==> src/rtl/exu_mc.sv <==
// Multi-cycle execute stage: ALU, branch/jump resolution and load/store alignment
// in front of a request/response data-memory port. Optional macro: EXU_MC_MISALIGN_CHK_EN.
module exu_mc #(
  parameter  int XLEN   = 32,
  localparam int SHW    = $clog2(XLEN),
  localparam int STRB_W = XLEN / 8
) (
  input  logic              clk,
  input  logic              rst,
  input  logic              in_valid,
  output logic              in_ready,
  input  logic [XLEN-1:0]   in_pc,
  input  logic [XLEN-1:0]   in_rs1_data,
  input  logic [XLEN-1:0]   in_rs2_data,
  input  logic [XLEN-1:0]   in_imm,
  input  logic [4:0]        in_rd,
  input  logic [3:0]        in_alu_op,
  input  logic [2:0]        in_funct3,
  input  logic              in_use_imm,
  input  logic              in_reg_wen,
  input  logic              in_load,
  input  logic              in_store,
  input  logic              in_branch,
  input  logic              in_jal,
  input  logic              in_jalr,
  input  logic              in_auipc,
  input  logic              in_ebreak,
  output logic              mem_req_valid,
  input  logic              mem_req_ready,
  output logic              mem_req_wen,
  output logic [XLEN-1:0]   mem_req_addr,
  output logic [XLEN-1:0]   mem_req_wdata,
  output logic [STRB_W-1:0] mem_req_wstrb,
  input  logic              mem_rsp_valid,
  input  logic [XLEN-1:0]   mem_rsp_rdata,
  output logic              out_valid,
  input  logic              out_ready,
  output logic [4:0]        out_rd,
  output logic              out_reg_wen,
  output logic [XLEN-1:0]   out_wb_data,
  output logic              out_redirect,
  output logic [XLEN-1:0]   out_target,
  output logic              out_ebreak,
  output logic              out_exc,
  output logic [2:0]        dbg_state
);

  // Handshakes: a transfer happens on any rising edge where valid && ready;
  // valid never depends on ready, and payload is held stable while valid waits.
  localparam logic [2:0] S_IDLE     = 3'd0;
  localparam logic [2:0] S_EXEC     = 3'd1;
  localparam logic [2:0] S_MEM_REQ  = 3'd2;
  localparam logic [2:0] S_MEM_WAIT = 3'd3;
  localparam logic [2:0] S_DONE     = 3'd4;
  localparam int OFF_W = $clog2(STRB_W);

  logic [2:0]        state_q, state_d;
  logic [XLEN-1:0]   pc_q, rs1_q, rs2_q, imm_q;
  logic [4:0]        rd_q;
  logic [3:0]        alu_op_q;
  logic [2:0]        funct3_q;
  logic              use_imm_q, reg_wen_q, load_q, store_q, branch_q;
  logic              jal_q, jalr_q, auipc_q, ebreak_q;
  logic [XLEN-1:0]   wb_q, target_q, addr_q, wdata_q;
  logic [STRB_W-1:0] wstrb_q;
  logic              redirect_q, wen_q, exc_q;

  logic [XLEN-1:0]   src2, alu_res, pc_imm, pc_4, rs1_imm, exec_wb, exec_target;
  logic [SHW-1:0]    shamt;
  logic              br_taken, redirect, mis_trap;
  logic [OFF_W-1:0]  st_off, ld_off;
  logic [STRB_W-1:0] st_strb;
  logic [XLEN-1:0]   st_wdata, ld_sh, ld_data;

  assign src2    = use_imm_q ? imm_q : rs2_q;
  assign shamt   = src2[SHW-1:0];
  assign pc_imm  = pc_q + imm_q;
  assign pc_4    = pc_q + XLEN'(4);
  assign rs1_imm = rs1_q + imm_q;

  always_comb begin
    alu_res = rs1_q + src2;
    case (alu_op_q)
      4'd1: alu_res = rs1_q - src2;
      4'd2: alu_res = rs1_q & src2;
      4'd3: alu_res = rs1_q | src2;
      4'd4: alu_res = rs1_q ^ src2;
      4'd5: alu_res = rs1_q << shamt;
      4'd6: alu_res = rs1_q >> shamt;
      4'd7: alu_res = $unsigned($signed(rs1_q) >>> shamt);
      4'd8: alu_res = XLEN'($signed(rs1_q) < $signed(src2));
      4'd9: alu_res = XLEN'(rs1_q < src2);
      default: alu_res = rs1_q + src2;
    endcase
  end

  // Branch comparator looks only at rs1/rs2, never at alu_op or the immediate.
  always_comb begin
    br_taken = 1'b0;
    case (funct3_q)
      3'b000: br_taken = (rs1_q == rs2_q);
      3'b001: br_taken = (rs1_q != rs2_q);
      3'b100: br_taken = ($signed(rs1_q) < $signed(rs2_q));
      3'b101: br_taken = !($signed(rs1_q) < $signed(rs2_q));
      3'b110: br_taken = (rs1_q < rs2_q);
      3'b111: br_taken = !(rs1_q < rs2_q);
      default: br_taken = 1'b0;
    endcase
  end

  assign redirect    = jal_q | jalr_q | (branch_q & br_taken);
  assign exec_target = jalr_q ? (rs1_imm & ~XLEN'(1)) : pc_imm;
  assign exec_wb     = (jal_q | jalr_q) ? pc_4 : (auipc_q ? pc_imm : alu_res);

  // Store lanes: data is replicated across the word so every lane carries it;
  // the strobe picks the addressed bytes.
  assign st_off = rs1_imm[OFF_W-1:0];
  always_comb begin
    st_strb  = '0;
    st_wdata = rs2_q;
    case (funct3_q)
      3'b000: begin
        st_strb  = STRB_W'(1) << st_off;
        st_wdata = {STRB_W{rs2_q[7:0]}};
      end
      3'b001: begin
        st_strb  = STRB_W'(3) << (st_off & ~OFF_W'(1));
        st_wdata = {(STRB_W/2){rs2_q[15:0]}};
      end
      3'b010: begin
        st_strb  = STRB_W'(4'hF) << (st_off & ~OFF_W'(3));
        st_wdata = {(XLEN/32){rs2_q[31:0]}};
      end
      3'b011: begin
        st_strb  = (XLEN == 64) ? '1 : '0;
        st_wdata = rs2_q;
      end
      default: begin
        st_strb  = '0;
        st_wdata = rs2_q;
      end
    endcase
  end

`ifdef EXU_MC_MISALIGN_CHK_EN
  logic misaligned;
  always_comb begin
    misaligned = 1'b0;
    case (funct3_q[1:0])
      2'b01:   misaligned = rs1_imm[0];
      2'b10:   misaligned = |rs1_imm[1:0];
      2'b11:   misaligned = |rs1_imm[2:0];
      default: misaligned = 1'b0;
    endcase
    mis_trap = (load_q | store_q) & misaligned;
  end
`else
  assign mis_trap = 1'b0;
`endif

  assign ld_off = addr_q[OFF_W-1:0];
  assign ld_sh  = mem_rsp_rdata >> {ld_off, 3'b000};
  always_comb begin
    ld_data = ld_sh;
    case (funct3_q)
      3'b000: ld_data = XLEN'($signed(ld_sh[7:0]));
      3'b001: ld_data = XLEN'($signed(ld_sh[15:0]));
      3'b010: ld_data = XLEN'($signed(ld_sh[31:0]));
      3'b100: ld_data = XLEN'(ld_sh[7:0]);
      3'b101: ld_data = XLEN'(ld_sh[15:0]);
      3'b110: ld_data = XLEN'(ld_sh[31:0]);
      default: ld_data = ld_sh;
    endcase
  end

  always_comb begin
    state_d = state_q;
    case (state_q)
      S_IDLE:     if (in_valid) state_d = S_EXEC;
      S_EXEC:     state_d = (!mis_trap && (load_q || store_q)) ? S_MEM_REQ : S_DONE;
      S_MEM_REQ:  if (mem_req_ready) state_d = store_q ? S_DONE : S_MEM_WAIT;
      S_MEM_WAIT: if (mem_rsp_valid) state_d = S_DONE;
      S_DONE:     if (out_ready) state_d = S_IDLE;
      default:    state_d = S_IDLE;
    endcase
  end

  always_ff @(posedge clk) begin
    if (rst) begin
      state_q  <= S_IDLE;
      pc_q     <= '0; rs1_q <= '0; rs2_q <= '0; imm_q <= '0;
      rd_q     <= '0; alu_op_q <= '0; funct3_q <= '0;
      use_imm_q <= 1'b0; reg_wen_q <= 1'b0; load_q <= 1'b0; store_q <= 1'b0;
      branch_q <= 1'b0; jal_q <= 1'b0; jalr_q <= 1'b0; auipc_q <= 1'b0; ebreak_q <= 1'b0;
      wb_q     <= '0; target_q <= '0; addr_q <= '0; wdata_q <= '0; wstrb_q <= '0;
      redirect_q <= 1'b0; wen_q <= 1'b0; exc_q <= 1'b0;
    end else begin
      state_q <= state_d;
      case (state_q)
        S_IDLE: if (in_valid) begin
          pc_q <= in_pc; rs1_q <= in_rs1_data; rs2_q <= in_rs2_data; imm_q <= in_imm;
          rd_q <= in_rd; alu_op_q <= in_alu_op; funct3_q <= in_funct3;
          use_imm_q <= in_use_imm; reg_wen_q <= in_reg_wen; load_q <= in_load;
          store_q <= in_store; branch_q <= in_branch; jal_q <= in_jal;
          jalr_q <= in_jalr; auipc_q <= in_auipc; ebreak_q <= in_ebreak;
        end
        S_EXEC: begin
          wb_q       <= exec_wb;
          redirect_q <= redirect;
          target_q   <= redirect ? exec_target : '0;
          wen_q      <= reg_wen_q & (rd_q != 5'd0) & ~mis_trap;
          exc_q      <= mis_trap;
          addr_q     <= rs1_imm;
          wdata_q    <= st_wdata;
          wstrb_q    <= store_q ? st_strb : '0;
        end
        S_MEM_WAIT: if (mem_rsp_valid) wb_q <= ld_data;
        default: ;
      endcase
    end
  end

  logic in_req, in_done;
  assign in_req  = (state_q == S_MEM_REQ);
  assign in_done = (state_q == S_DONE);

  assign in_ready      = (state_q == S_IDLE);
  assign mem_req_valid = in_req;
  assign mem_req_wen   = in_req & store_q;
  assign mem_req_addr  = in_req ? addr_q  : '0;
  assign mem_req_wdata = in_req ? wdata_q : '0;
  assign mem_req_wstrb = in_req ? wstrb_q : '0;
  assign out_valid     = in_done;
  assign out_rd        = in_done ? rd_q : '0;
  assign out_reg_wen   = in_done & wen_q;
  assign out_wb_data   = in_done ? wb_q : '0;
  assign out_redirect  = in_done & redirect_q;
  assign out_target    = in_done ? target_q : '0;
  assign out_ebreak    = in_done & ebreak_q;
  assign out_exc       = in_done & exc_q;
  assign dbg_state     = state_q;

endmodule

==> config.mk <==
export PLATFORM = sky130hd
export DESIGN_NAME = exu_mc
export DESIGN_NICKNAME = d
export VERILOG_FILES = /design/src/rtl/exu_mc.sv
export SDC_FILE = /design/constraint.sdc
export NUM_CORES = 2
export LEC_CHECK = 0
export BUFFER_PORTS_ARGS = -buffer_cell sky130_fd_sc_hd__buf_2
export CAP_MARGIN = 20
export CORE_ASPECT_RATIO = 0.8
export CORE_UTILIZATION = 58
export CTS_BUF_LIST = sky130_fd_sc_hd__clkbuf_4 sky130_fd_sc_hd__clkbuf_8
export DETAILED_ROUTE_END_ITERATION = 10
export PLACE_DENSITY_LB_ADDON = 0.05
export REMOVE_ABC_BUFFERS = 1
export SYNTH_ARGS = -nofsm -noshare
export SYNTH_HDL_FRONTEND = slang
export SYNTH_SLANG_ARGS = --single-unit
==> constraint.sdc <==
create_clock -name clk -period 5.6 [get_ports clk]
set_input_delay 0.84 -clock clk [delete_from_list [all_inputs] [get_ports clk]]
set_output_delay 0.84 -clock clk [all_outputs]
set_load 0.05 [all_outputs]
Yosys cells after proc, flatten, opt, wreduce, memory -nomap -nowiden

Index checks and enable logic that the tools add are counted.

Bitwise logic cells: 11
Shift operators: 6
Reductions and logical operators: 10
Magnitude comparators: 4
Eq/ne operators: 25
Multiplexer cells: 26
$add $sub $neg: 5

Operators by type and width:

| operator                                                        | number |
|---|---|
| 32-bit 2-to-1 mux                                               | 10 |
| 32-bit one-hot mux with 9 select lines                          | 1 |
| 32-bit less-than comparator                                     | 4 |
| 32-bit one-hot mux with 2 select lines                          | 2 |
| 32-bit one-hot mux with 4 select lines                          | 1 |
| 32-bit adder                                                    | 3 |
| 32-bit by 5-bit >> shifter with 32-bit output                   | 2 |
| 32-bit by 3-bit adder with 32-bit output, second input constant | 1 |
| 32-bit AND                                                      | 1 |
| 32-bit == test                                                  | 1 |
| 32-bit != test                                                  | 1 |
| 32-bit bitwise OR                                               | 1 |
| 32-bit by 5-bit left shift with 32-bit output                   | 1 |
| 32-bit by 5-bit >>> shifter with 32-bit output                  | 1 |
| 32-bit subtractor                                               | 1 |
| 32-bit bitwise XOR                                              | 1 |
| 3-bit 2-to-1 mux                                                | 6 |
| 4-bit by 3-bit == test with 1-bit output, second input constant | 4 |
| 3-bit == test, second input constant                            | 5 |
| 3-bit one-hot mux with 5 select lines                           | 1 |
| 4-bit one-hot mux with 3 select lines                           | 1 |
| 3-bit by 2-bit == test with 1-bit output, second input constant | 3 |
| 4-bit by 2-bit == test with 1-bit output, second input constant | 2 |
| 4-bit == test, second input constant                            | 2 |
| 17 further kinds                                                | 31 |

Output and inout port bits: 148
Input bits: 187
Register bits: 286
Word-level logic and storage cells: 111

Longest topological paths before layout

Depth in word-level cells: 6
Depth in mapped cells: 19
Gate-level depth less buffers: 15

Worst setup path before layout

Ideal clock, no wire load.

Kind: reg-to-reg
Start point: register use_imm_q
End point: register wb_q[26]
Arrival time: 4055 ps
Stages on the path, launching flop included: 20
Buffers on the path: 4
Data required time: 5485 ps
Path slack: 1431 ps
Library setup time: 115 ps
Period minus slack after synthesis: 4169 ps
Cells stage by stage: dfxtp_1 > buf_6 > mux2i_4 > inv_4 > buf_6 > buf_12 > buf_2 > ha_1 > inv_1 > fa_1 > nand2b_1 > a21oi_1 > o21ai_1 > o41ai_2 > a41o_1 > a221oi_1 > a221o_1 > a211oi_1 > a211oi_1 > o21a_1

Cells in the longest elaborated chain, start to end: 6
Elaborated cells on any way between the ends: 13
Those cells by class: add/sub: 2; shift: 3; mux: 5; bitwise: 3

RTL lines:

| element                                    | line | RTL |
|---|---|---|
| start: declaration                         | 62   | `logic use_imm_q, reg_wen_q, load_q, store_q, branch_q;` |
| start signal: assignment                   | 203  | `use_imm_q <= in_use_imm; reg_wen_q <= in_reg_wen; load_q <= in_load;` |
| 32-bit 2-to-1 mux *                        | 75   | `assign src2 = use_imm_q ? imm_q : rs2_q;` |
| 32-bit adder, or another cell as far along | 93   | `default: alu_res = rs1_q + src2;` |
| 32-bit one-hot mux with 9 select lines *   | 83   | `case (alu_op_q)` |
| 32-bit 2-to-1 mux * (2 in series)          | 113  | `assign exec_wb = (jal_q \| jalr_q) ? pc_4 : (auipc_q ? pc_imm : alu_res);` |
| 32-bit one-hot mux with 2 select lines *   | 199  | `case (state_q)` |
| end signal: assignment                     | 208  | `wb_q <= exec_wb;` |
| end signal: assignment                     | 217  | `S_MEM_WAIT: if (mem_rsp_valid) wb_q <= ld_data;` |
| end: declaration                           | 64   | `logic [XLEN-1:0] wb_q, target_q, addr_q, wdata_q;` |

Every way passes the cells marked *; elsewhere a longest branch is shown, timed or not.
A chain may end at the register's enable or synchronous reset.

Final worst setup path

Start point: register use_imm_q
End point: register wb_q[0]

Cells in the longest elaborated chain, start to end: 6
Elaborated cells on any way between the ends: 15
Those cells by class: add/sub: 2; order compare: 2; shift: 3; mux: 5; bitwise: 3

RTL lines:

| element                                    | line |
|---|---|
| 32-bit 2-to-1 mux *                        | 75 |
| 32-bit adder, or another cell as far along | 93 |
| 32-bit one-hot mux with 9 select lines *   | 83 |
| 32-bit 2-to-1 mux * (2 in series)          | 113 |
| 32-bit one-hot mux with 2 select lines *   | 199 |

Marked as above.

==> results.md <==
- Status: finished, violations left
- Failing checks: DRC
- Crit Path Class: reg -> reg
- DP Worst Slack: 925.8 ps
- Distinct cells, synth: 86
- Maximum VDD drop: 0.2908 mV
- # Post-CTS Setup Buffers: 0
- Via density: 7.110
- Core area: 44630 um^2
- WL/cell: around 28 um
- Crit path max fanout: 42
- Post-DP HPWL: approximately 93000 um
- Largest net degree at the start of global routing: approximately 100
- Combinational power share: 0.438
- Commonest non-fill, non-tap cell in the layout: nand2_1
- EDFF count, synth: 0
- Largest area contributor in the netlist: dfxtp_1
- Sequential power share: 0.297
- FF+latch count, synth: between 200 and 300
- Die X: 240.3 um
- Critical Path End Type: register
- Worst EP required: around 6100 ps
- DRC viols: 20
- Hold Buf Count CTS: 0
- Clock Skews: about 50 ps
- Die ar.: 46300 um^2
- Final ANT Viol Nets: 0
- Startpoint Class: register
- WL final: 125900 um
- Clk Tree Root Cell: clkbuf_8
- Pleak: 0.01258 uW
- Final setup viols: 0
- TritonCTS clock tree: built
- Final Max Tran Viols: 0
- Share of cells above drive strength 1: 0.1523
- FMAX: just over 200 MHz
- Sw Pwr: ~3800 uW
- Io pins: around 340
- # H-tree levels: 2
- FP Rows: between 60 and 70
- Clk buf depth: 3
- Vias in the first global route: between 20000 and 30000
- First-pass GRT wire length: 181600 um
- Power Density: between 200 and 300 nW/um^2
- Minimum clock period: ~4800 ps
- Main synth FF type: dfxtp_1
- Ys Warns: 0
- Worst Slack Setup Final: between 700 and 800 ps
- # port buffers: 333
- First-pass iteration count of the detailed router: 11
- Synth area leaders: dfxtp_1, nand2_1, ha_1
- Final Hold Vio Count: 0
- Cells after DPL: about 4400
- Initial antenna violation count: 3
- Slew margin rel.: 0.2049
- Final Net Count: 4234
- Clk slew on worst S/H paths: 100 ps
- Final worst-path cycle share: 0.8588
- Post-route insts no fill: between 4000 and 5000
- Via count: 31958
- Syn avg cell area: around 7.3 um^2
- Post-Syn Area: ~26000 um^2
- RSZ-0062 raised after global routing: no
- Ys async rst share: 0
- Post-CTS sizing: 0
- Iteration-0 DRC Markers: just under 5000
- Die height: 192.7 um
- Area delta synth->final: 12.49%
- Critical path data arrival time: between 5000 and 6000 ps
- Worst hold margin: between 300 and 400 ps
- GP Congestion: between 1 and 1.5
- Register area share after synthesis: 0.2172
- Clock sinks: approximately 290
- Total GRT Usage: 0.5240
- Commonest non-fill, non-tap cells in the layout: nand2_1, a21oi_1, buf_2
- Total of max-cap violations: 0
- Top cell type's share of synthesized area: 0.2172
- Initial core utilization: 0.5905
- Clock Latency Late Sink: 680 ps
- Slew @ Worst Pin: 1180 ps
- Hold crit path type: in -> reg
- Final Power: 8389 uW
- Int Pwr: between 4000 and 5000 uW
- Num CTS Buffers: 46
- Clock power frac: 0.265
- Post-Syn Instances: approximately 3600
- Remaining Overflow, GRT: 0
- Switching Fraction: 0.4491
- Setup TNS Final: 0 ps
kinds of logic after synthesis:
logic type | Yosys count | share of synthesized area
mux | 177 | 0.09072
fa+ha+maj | 197 | 0.09466
other cells | 1 | 0.0001423
compound gates | 1108 | 0.2688
xor+xnor | 118 | 0.03921
buf+inv | 412 | 0.06214
simple gates | 1333 | 0.2270
flops | 286 | 0.2172
through the flow:
stage                     area [um^2]  utilization
after floorplan                 25310            -
after global placement          28500       0.6386
after detailed placement        28500       0.6386
after CTS                       29610       0.6634
after global routing            29630       0.6639
final                           29650       0.6642
final timing paths:
kind	start	slack (ps)	cells after the start	to
min	in_auipc	380	3	auipc_q
max reg2reg	use_imm_q	790	14	wb_q[0]
max	use_imm_q	790	14	wb_q[0]
min reg2reg	addr_q[22]	450	2	addr_q[22]
layout make-up:
class,count,area (um^2)
Fill cell,3630,14990
Multi-Input combinational cell,2934,19070
Clock inverter,13,172.7
Antenna cell,6,15.01
Inverter,156,588.1
Sequential cell,286,5728
Tap cell,603,754.5
Timing Repair Buffer,426,2381
Clock buffer,71,933.4
flip-flops by register name, summed over array words and instances, names as in the netlist, 3 cells and up:
signal / cells
alu_op_q: 4
addr_q: 32
funct3_q: 3
rs1_q: 32
target_q: 32
rs2_q: 32
wb_q: 32
dbg_state: 3
rd_q: 5
pc_q: 32
imm_q: 32
wdata_q: 32
wstrb_q: 4
power groups by stage:
stage | clock [uW] | sequential [uW] | combinational [uW]
2_1_floorplan | 0 | 2440 | 2220
3_3_place_gp | 0 | 2490 | 3360
3_5_place_dp | 0 | 2500 | 3420
4_1_cts | 2200 | 2460 | 3460
5_1_grt | 2290 | 2490 | 3820
6_report | 2230 | 2490 | 3670
Yosys cell counts, types with 59 or more instances:
| cell type | number |
|---|---|
| nand2_1 | 656 |
| a21oi_1 | 420 |
| dfxtp_1 | 286 |
| nor2_1 | 240 |
| clkbuf_1 | 206 |
| ha_1 | 193 |
| o21ai_0 | 172 |
| and2_1 | 156 |
| inv_1 | 152 |
| mux2i_1 | 128 |
| xnor2_1 | 79 |
| a211oi_1 | 65 |
| nand3_1 | 60 |
| nor3_1 | 59 |
per-layer routing:
metal | vias to the layer above | global-route usage | wire, um
li1 | 13432 | - | -
met1 | 14764 | 0.6580 | 45570
met2 | 3044 | 0.7330 | 49750
met3 | 718 | 0.2193 | 21360
met4 | 0 | 0.3346 | 9216
met5 | - | 0 | 0
worst max-delay path: stages, from the launching register on:
cell	delay [ps]
dfxtp_2	710
buf_4	480
nand2_1	100
o21a_1	150
ha_1	440
nor2b_1	210
o21ai_0	140
a21boi_0	190
or4_1	510
o21ai_1	340
a31oi_1	220
a211o_1	350
a211oi_1	490
o31a_1	210
a211oi_1	60
(Power assumes the default switching activity.)
